<file path="src/rtl/math_round_controller.sv">
// Round sequencer for the monkey arithmetic game: builds an equation from collision
// hits, checks it against the level target and manages lives, levels and pauses.
`timescale 1ns/1ps
module math_round_controller #(
    parameter int NUMBERS      = 3,
    parameter int VALUE_W      = 8,
    parameter int LIVES        = 3,
    parameter int LEVELS       = 4,
    parameter int PAUSE_FRAMES = 60
) (
    input  logic                        clk,
    input  logic                        resetN,
    input  logic                        startOfFrame,
    input  logic                        startGame,
    input  logic [NUMBERS-1:0]          numberHit,
    input  logic [NUMBERS*VALUE_W-1:0]  numberValues,
    input  logic [1:0]                  operandHit,
    input  logic                        waterCollision,
    input  logic [VALUE_W-1:0]          targetValue,
    output logic [3:0]                  state,
    output logic [VALUE_W-1:0]          accumulator,
    output logic                        pendingOp,
    output logic [2:0]                  livesLeft,
    output logic [$clog2(LEVELS)-1:0]   level,
    output logic                        freezeMonkey,
    output logic                        respawnN,
    output logic                        levelUpPulse,
    output logic                        lifeLostPulse,
    output logic                        gameOver,
    output logic                        win
);
    localparam int LEVEL_W = $clog2(LEVELS);
    localparam int PAUSE_W = (PAUSE_FRAMES > 1) ? $clog2(PAUSE_FRAMES) : 1;
    localparam logic [PAUSE_W-1:0] PAUSE_LOAD = PAUSE_W'(PAUSE_FRAMES - 1);
    localparam logic [2:0]         LIVES_INIT = 3'(LIVES);
    localparam logic [LEVEL_W-1:0] LAST_LEVEL = LEVEL_W'(LEVELS - 1);

    typedef enum logic [3:0] {
        IDLE       = 4'd0,
        FIRST      = 4'd1,
        OPER       = 4'd2,
        SECOND     = 4'd3,
        CHECK      = 4'd4,
        DYING      = 4'd5,
        LEVEL_DONE = 4'd6,
        GAME_OVER  = 4'd7,
        WIN        = 4'd8
    } state_t;

    state_t               cur_state;
    state_t               next_state;
    logic [VALUE_W-1:0]   next_acc;
    logic [VALUE_W-1:0]   hit_value;
    logic                 hit_any;
    logic                 next_op;
    logic [2:0]           next_lives;
    logic [LEVEL_W-1:0]   next_level;
    logic [PAUSE_W-1:0]   pause_count;
    logic [PAUSE_W-1:0]   next_count;
    logic                 level_up;
    logic                 life_lost;
    logic                 playing;

    assign state   = cur_state;
    assign hit_any = |numberHit;
    assign playing = (cur_state == FIRST) || (cur_state == OPER) ||
                     (cur_state == SECOND) || (cur_state == CHECK);

    // Scanning from the top down lets the lowest-indexed simultaneous hit win.
    always_comb begin
        hit_value = '0;
        for (int i = NUMBERS - 1; i >= 0; i--) begin
            if (numberHit[i]) begin
                hit_value = numberValues[i*VALUE_W +: VALUE_W];
            end
        end
    end

    always_comb begin
        next_state = cur_state;
        next_acc   = accumulator;
        next_op    = pendingOp;
        next_lives = livesLeft;
        next_level = level;
        next_count = pause_count;
        level_up   = 1'b0;
        life_lost  = 1'b0;

        if (playing && waterCollision) begin
            life_lost  = 1'b1;
            next_count = PAUSE_LOAD;
            if (livesLeft <= 3'd1) begin
                next_lives = 3'd0;
                next_state = GAME_OVER;
            end else begin
                next_lives = livesLeft - 3'd1;
                next_state = DYING;
            end
        end else begin
            case (cur_state)
                IDLE: begin
                    next_lives = LIVES_INIT;
                    next_level = '0;
                    next_acc   = '0;
                    if (startGame) next_state = FIRST;
                end
                FIRST: begin
                    if (hit_any) begin
                        next_acc   = hit_value;
                        next_state = OPER;
                    end
                end
                OPER: begin
                    if (operandHit != 2'b00) begin
                        next_op    = ~operandHit[0];
                        next_state = SECOND;
                    end
                end
                SECOND: begin
                    if (hit_any) begin
                        next_acc   = pendingOp ? (accumulator - hit_value)
                                               : (accumulator + hit_value);
                        next_state = CHECK;
                    end
                end
                CHECK: begin
                    if (accumulator == targetValue) begin
                        level_up   = 1'b1;
                        next_count = PAUSE_LOAD;
                        next_state = LEVEL_DONE;
                    end else begin
                        next_state = OPER;
                    end
                end
                DYING: begin
                    if (startOfFrame) begin
                        if (pause_count == '0) begin
                            next_acc   = '0;
                            next_state = FIRST;
                        end else begin
                            next_count = pause_count - 1'b1;
                        end
                    end
                end
                LEVEL_DONE: begin
                    if (startOfFrame) begin
                        if (pause_count != '0) begin
                            next_count = pause_count - 1'b1;
                        end else if (level == LAST_LEVEL) begin
                            next_state = WIN;
                        end else begin
                            next_level = level + 1'b1;
                            next_acc   = '0;
                            next_state = FIRST;
                        end
                    end
                end
                GAME_OVER, WIN: begin
                    if (startGame) begin
                        next_lives = LIVES_INIT;
                        next_level = '0;
                        next_acc   = '0;
                        next_state = FIRST;
                    end
                end
                default: next_state = IDLE;
            endcase
        end
    end

    // Every output is registered from the next-state values so they change together.
    always_ff @(posedge clk or negedge resetN) begin
        if (!resetN) begin
            cur_state     <= IDLE;
            accumulator   <= '0;
            pendingOp     <= 1'b0;
            livesLeft     <= LIVES_INIT;
            level         <= '0;
            pause_count   <= '0;
            freezeMonkey  <= 1'b1;
            respawnN      <= 1'b1;
            levelUpPulse  <= 1'b0;
            lifeLostPulse <= 1'b0;
            gameOver      <= 1'b0;
            win           <= 1'b0;
        end else begin
            cur_state     <= next_state;
            accumulator   <= next_acc;
            pendingOp     <= next_op;
            livesLeft     <= next_lives;
            level         <= next_level;
            pause_count   <= next_count;
            freezeMonkey  <= (next_state == IDLE) || (next_state == DYING) ||
                             (next_state == LEVEL_DONE) || (next_state == GAME_OVER) ||
                             (next_state == WIN);
            respawnN      <= (next_state != DYING);
            levelUpPulse  <= level_up;
            lifeLostPulse <= life_lost;
            gameOver      <= (next_state == GAME_OVER);
            win           <= (next_state == WIN);
        end
    end

endmodule

</file>
<file path="config.mk">
export PLATFORM = sky130hd
export DESIGN_NAME = math_round_controller
export DESIGN_NICKNAME = d
export VERILOG_FILES = /design/src/rtl/math_round_controller.sv
export SDC_FILE = /design/constraint.sdc
export NUM_CORES = 1
export LEC_CHECK = 0
export CORE_AREA = 2 2 79 81
export CTS_CLUSTER_DIAMETER = 50
export DETAILED_ROUTE_END_ITERATION = 10
export DIE_AREA = 0 0 81 83
export DONT_BUFFER_PORTS = 1
export HOLD_SLACK_MARGIN = 0.12
export MAX_ROUTING_LAYER = met4
export SLEW_MARGIN = 20
export SYNTH_ARGS = -nofsm -noshare
export SYNTH_HDL_FRONTEND = slang
export SYNTH_SLANG_ARGS = --single-unit
</file>
<file path="constraint.sdc">
create_clock -name clk -period 4.05 [get_ports clk]
set_clock_uncertainty 0.05 [all_clocks]
set_input_delay 0.6075 -clock clk [delete_from_list [all_inputs] [get_ports clk]]
set_output_delay 0.6075 -clock clk [all_outputs]
set_load 0.01 [all_outputs]
</file>
== After elaboration in Yosys (flattened, before gate mapping) ==
Index checks and enable logic that the tools add are counted.
Operators by class
  bitwise logic cells: 2
  reduce and logical (&&, ||, !) cells: 25
  $lt $le $gt $ge: 1
  eq/ne operators: 29
  mux-type cells: 46
  $add $sub $neg: 5
Operators by type and width (number)
  2-to-1 mux 8 bit: 12
  one-hot mux 8 bit (6 select lines): 1
  2-to-1 mux 4 bit: 10
  2-to-1 mux 6 bit: 6
  equality test 4 x 3 -> 1 bit, second input constant: 7
  one-hot mux 4 bit (7 select lines): 1
  one-hot mux 6 bit (3 select lines): 1
  != test 2 bit, second input constant: 8
  != test 3 bit, second input constant: 5
  2-to-1 mux 3 bit: 4
  AND reduction 6 bit: 2
  nonzero test 6 bit: 2
  2-to-1 mux 2 bit: 5
  AND reduction 10 bit: 1
  adder 8 bit: 1
  equality test 4 x 2 -> 1 bit, second input constant: 2
  equality test 4 bit, second input constant: 2
  equality test 8 bit: 1
  zero test 4 bit: 2
  subtractor 8 bit: 1
  logical OR 1 bit: 7
  zero test 6 bit: 1
  one-hot mux 2 bit (3 select lines): 1
  one-hot mux 3 bit (2 select lines): 1
  18 further kinds: 24
Word-level totals
  output and inout port bits: 24
  word-level logic and storage cells: 120
  register bits after elaboration: 30
  input port bits: 42

== Depth between registers and ports, before layout ==
  depth in word-level cells: 11
  depth in mapped cells: 15
  depth with buffers taken out: 13

== Worst setup path before layout ==
No wires, ideal clock.
  kind: in2reg
  start point: in numberHit[0]
  end point: reg accumulator[7]
  path buffers: 2
  data arrival time: 3.519 ns
  data required time: 3.913 ns
  library setup time: 0.087 ns
  stages: 14
  path slack: 0.395 ns
  path through: clkbuf_1 > buf_2 > a21oi_1 > a21oi_1 > inv_1 > ha_1 > mux2i_1 > ha_1 > nor2b_1 > o21a_1 > a311o_1 > a31oi_1 > xnor3_1 > o211ai_1
Between the ends
  word-level cells in the longest chain between the ends: 5
  elaborated cells on any way between the ends: 11
  classes of those cells: add/sub (2); eq/ne (2); mux (5); reduce/logical (2)
Ends and longest elaborated chain
  start, declared: line 15  | input logic [NUMBERS-1:0] numberHit,
  2-to-1 mux 8 bit: line 73  | if (numberHit[i]) begin
  adder 8 bit / subtractor 8 bit (equally long branches): line 122, 121
  2-to-1 mux 8 bit: line 121  | next_acc = pendingOp ? (accumulator - hit_value)
  2-to-1 mux 8 bit: line 120  | if (hit_any) begin
  one-hot mux 8 bit (6 select lines): line 100  | case (cur_state)
  end signal, assigned: line 188  | accumulator <= next_acc;
  end, declared: line 21  | output logic [VALUE_W-1:0] accumulator,
Several ways; a longest one is shown, not always the timed one. The select of a mux whose other input is x is not followed.
A chain may end at the register's enable or synchronous reset.

== Final worst setup path ==
  start point: in numberHit[1]
  end point: reg accumulator[7]
Between the ends
  word-level cells in the longest chain between the ends: 6
  elaborated cells on any way between the ends: 12
  classes of those cells: add/sub (2); eq/ne (2); mux (6); reduce/logical (2)
Ends and longest elaborated chain (line)
  2-to-1 mux 8 bit (2 in a row): 73
  adder 8 bit / subtractor 8 bit (equally long branches): 122, 121
  2-to-1 mux 8 bit: 121
  2-to-1 mux 8 bit: 120
  one-hot mux 8 bit (6 select lines): 100
Several ways; a longest one is shown, not always the timed one. The select of a mux whose other input is x is not followed.

==> results.toml <==
[global_route]
antenna_found_initial = 0
grt_max_degree = 31
track_usage = 0.195
overflow = 0
grt_pass1_wl_um = 10300
grt_pass1_vias = 2143

[clock_network]
clk_pin_slew_ns = 0.07
cts_buffers = 5
cts_resized = 0
tritoncts = "done"
ctsRootBufferMaster = "clkbuf_8"
ctsHtreeMaxLevel = 2
cts_buffer_depth = 2
clock_latency_ns = 0.28
cts_num_sinks = 30

[timing]
layout_min_cycle_time_ns = 3.33
worst_pin_slew_ns = 1.01
setup_viol = 0
relSlewSlack = 0.329
fin_tns_setup_ns = 0
finalHoldViolCount = 0
maxSlewViolCount = 0
fmax_mhz = 300
final.setup.worst_slack_ns = 0.720
period_share = 0.822
rsz0062_at_grt = "false"

[synth]
synth_compound_area_frac = 0.225
synth_edf_count = 0
synth_top_family_by_area = "compound AO/OA/AOI/OAI gates"
synth-xor-area-share = 0.0749
synth_simple_gate_area_frac = 0.224
synth_area_per_cell_um2 = 8.64
ys_ff_latch = 30
ys.warnings.count = 0
ys_async_sr_fraction = 1.00
synth_area_um2 = 2520
ys.flop_type = "dfrtp_1"
synthMuxAreaShare = 0.0481
ys_types = 62
synth_fa_ha_area_frac = 0.0674
synth_cells = 292
syn-num-nets = 347
ys_seq_area_frac = 0.299

[placement]
preCtsSetupSlack_ns = 0.466
placed_cells = 351
hpwl_um = 4750
numPortBuffers = 0
place.gp.congestion = 0.815

[floorplan]
initial_utilization = 0.434
die_y_um = 83
dieArea_um2 = 6720
fp-row-count = 28
pin_count = 66
die_w_um = 81
coreArea_um2 = 5820

[route]
via_per_inst = 5.81
drt_iter0_markers = 163
dr.pass1.iters = 4
antenna_left = 0
wirelength_um = 6070
drc_errors = 0
routedWlPerCell_um = 16.8
vias = 2096

[critical_path]
rr_startpoint = "pendingOp"
r2r_slack_ns = 1.22
slowest_delay_ns = 0.42
slowest_stage = "xnor3_1"
cp_max_fo = 18
cp.arrival_ns = 3.47
worst_ep_required_time_ns = 4.19
crit_chain = "nand3b_1 > a21oi_1 > inv_1 > ha_1 > mux2i_1 > ha_1 > nor2b_1 > o21a_1 > a311o_1 > a31oi_1 > xnor3_1 > o211ai_1"
r2r_cells = 8
start_kind = "primary input"
r2r_end = "accumulator[7]"
critPathCaptureType = "register"
crit_top_cell = "ha_1"
path_class = "in -> reg"

[power_and_ir_drop]
power_density_nw_per_um2 = 753
p_leak_uw = 0.00115
peakVddDrop_mv = 0.296

[min_path]
hp-start = "operandHit[0]"
hold_depth = 1
hp-class = "in -> reg"
min_to = "pendingOp"

[layout]
n_fill_cell = 600
mostFrequentLayoutCell = "a21oi_1"
syn2layout_area_growth_pct = 5.06
diodes = 0
fin_cells = 361
layout-drive-gt1-share = 0.105
mostFrequentLayoutCells = "31 x a21oi_1, 29 x nor2_1, 26 x dfrtp_1, 17 x inv_1, 13 x o21ai_0"
num-nets-final = 340

[run_status]
outcome = "completed"

[job]
drv_cap = 0
-- layout make-up --
class	count	area, um^2	share of cell area
tap	75	93.8	0.0354
clock inverter	1	5.00	0.00189
multi-input combinational	228	1610	0.608
clock buffer	7	86.3	0.0326
sequential	30	756	0.285
timing repair buffer	2	30.0	0.0113
inverter	18	67.6	0.0255
-- state kept, by name, indices dropped and copies added, names as in the netlist --
register       flops
accumulator        8
pause_count        6
state              4
livesLeft          3
level              2
freezeMonkey       1
gameOver           1
levelUpPulse       1
lifeLostPulse      1
pendingOp          1
respawnN           1
win                1
-- power breakdown --
part           switching (uW)  internal [uW]  leakage (uW)
Sequential                212            405      0.000364
Clock                     112            137     0.0000482
Combinational             605            524      0.000738
Total                     930           1070       0.00115
-- what timing repair did --
| action | CTS | global route |
|---|---|---|
| hold endpoints to repair | 30 | 0 |
| setup buffers | 0 | 0 |
| hold buffers | 2 | 0 |
-- worst max-delay path: cells and delay by family --
family,cells,cell delay [ns]
compound gates,5,1.29
fa+ha+maj,2,0.58
xor+xnor,1,0.42
simple gates,2,0.26
mux,1,0.23
buf+inv,1,0.08
-- cell usage after synthesis, types with 7 or more instances --
library cell  number  area share
nor2_1            29       0.043
nand3b_1          10       0.030
buf_2              7       0.014
inv_1             17       0.025
a21oi_1           31       0.061
ha_1              12       0.059
nor3_1            10       0.020
o21ai_0           13       0.026
xor2_1            12       0.042
xnor2_1            7       0.024
dfrtp_1           26        0.26
nand2_1           12       0.018
nor2b_1            9       0.022
-- per-layer routing --
| metal | track usage | vias to the layer above | part of all wire |
|---|---|---|---|
| met5 | - | - | 0 |
| met4 | 0.0524 | 0 | 0.011 |
| met3 | 0.0337 | 8 | 0.041 |
| met2 | 0.319 | 55 | 0.51 |
| met1 | 0.246 | 1006 | 0.44 |
| li1 | - | 1027 | - |
-- through the flow --
step | utilization | total power (uW) | hold slack [ns] | instance area, um^2
global placement | 0.435 | 1740 | 0.263 | 2530
detailed placement | 0.435 | 1750 | 0.263 | 2530
CTS | 0.456 | 2010 | 0.357 | 2650
finish | 0.456 | 2000 | 0.360 | 2650
global route | 0.456 | 2200 | 0.358 | 2650
floorplan | - | 1580 | 0.262 | 2520
-- worst max path at each step --
stage,from,endpoint,slack [ns]
4_1_cts,numberHit[1],accumulator[7],0.74
2_1_floorplan,numberHit[0],accumulator[7],0.39
5_1_grt,numberHit[1],accumulator[7],0.50
3_3_place_gp,numberHit[1],accumulator[7],0.60
3_5_place_dp,numberHit[1],accumulator[7],0.47
6_report,numberHit[1],accumulator[7],0.72
-- kinds of logic (layout without fill, tap and decap cells) --
logic type               Yosys count  after routing
buffers and inverters             34             28
multiplexers                      10             10
flip-flops                        30             30
XOR/XNOR                          20             20
AO/OA/AOI/OAI                     86             86
adder cells (fa/ha/maj)           13             13
AND/OR/NAND/NOR                   99             99
Power figures use the tool's default switching activity.
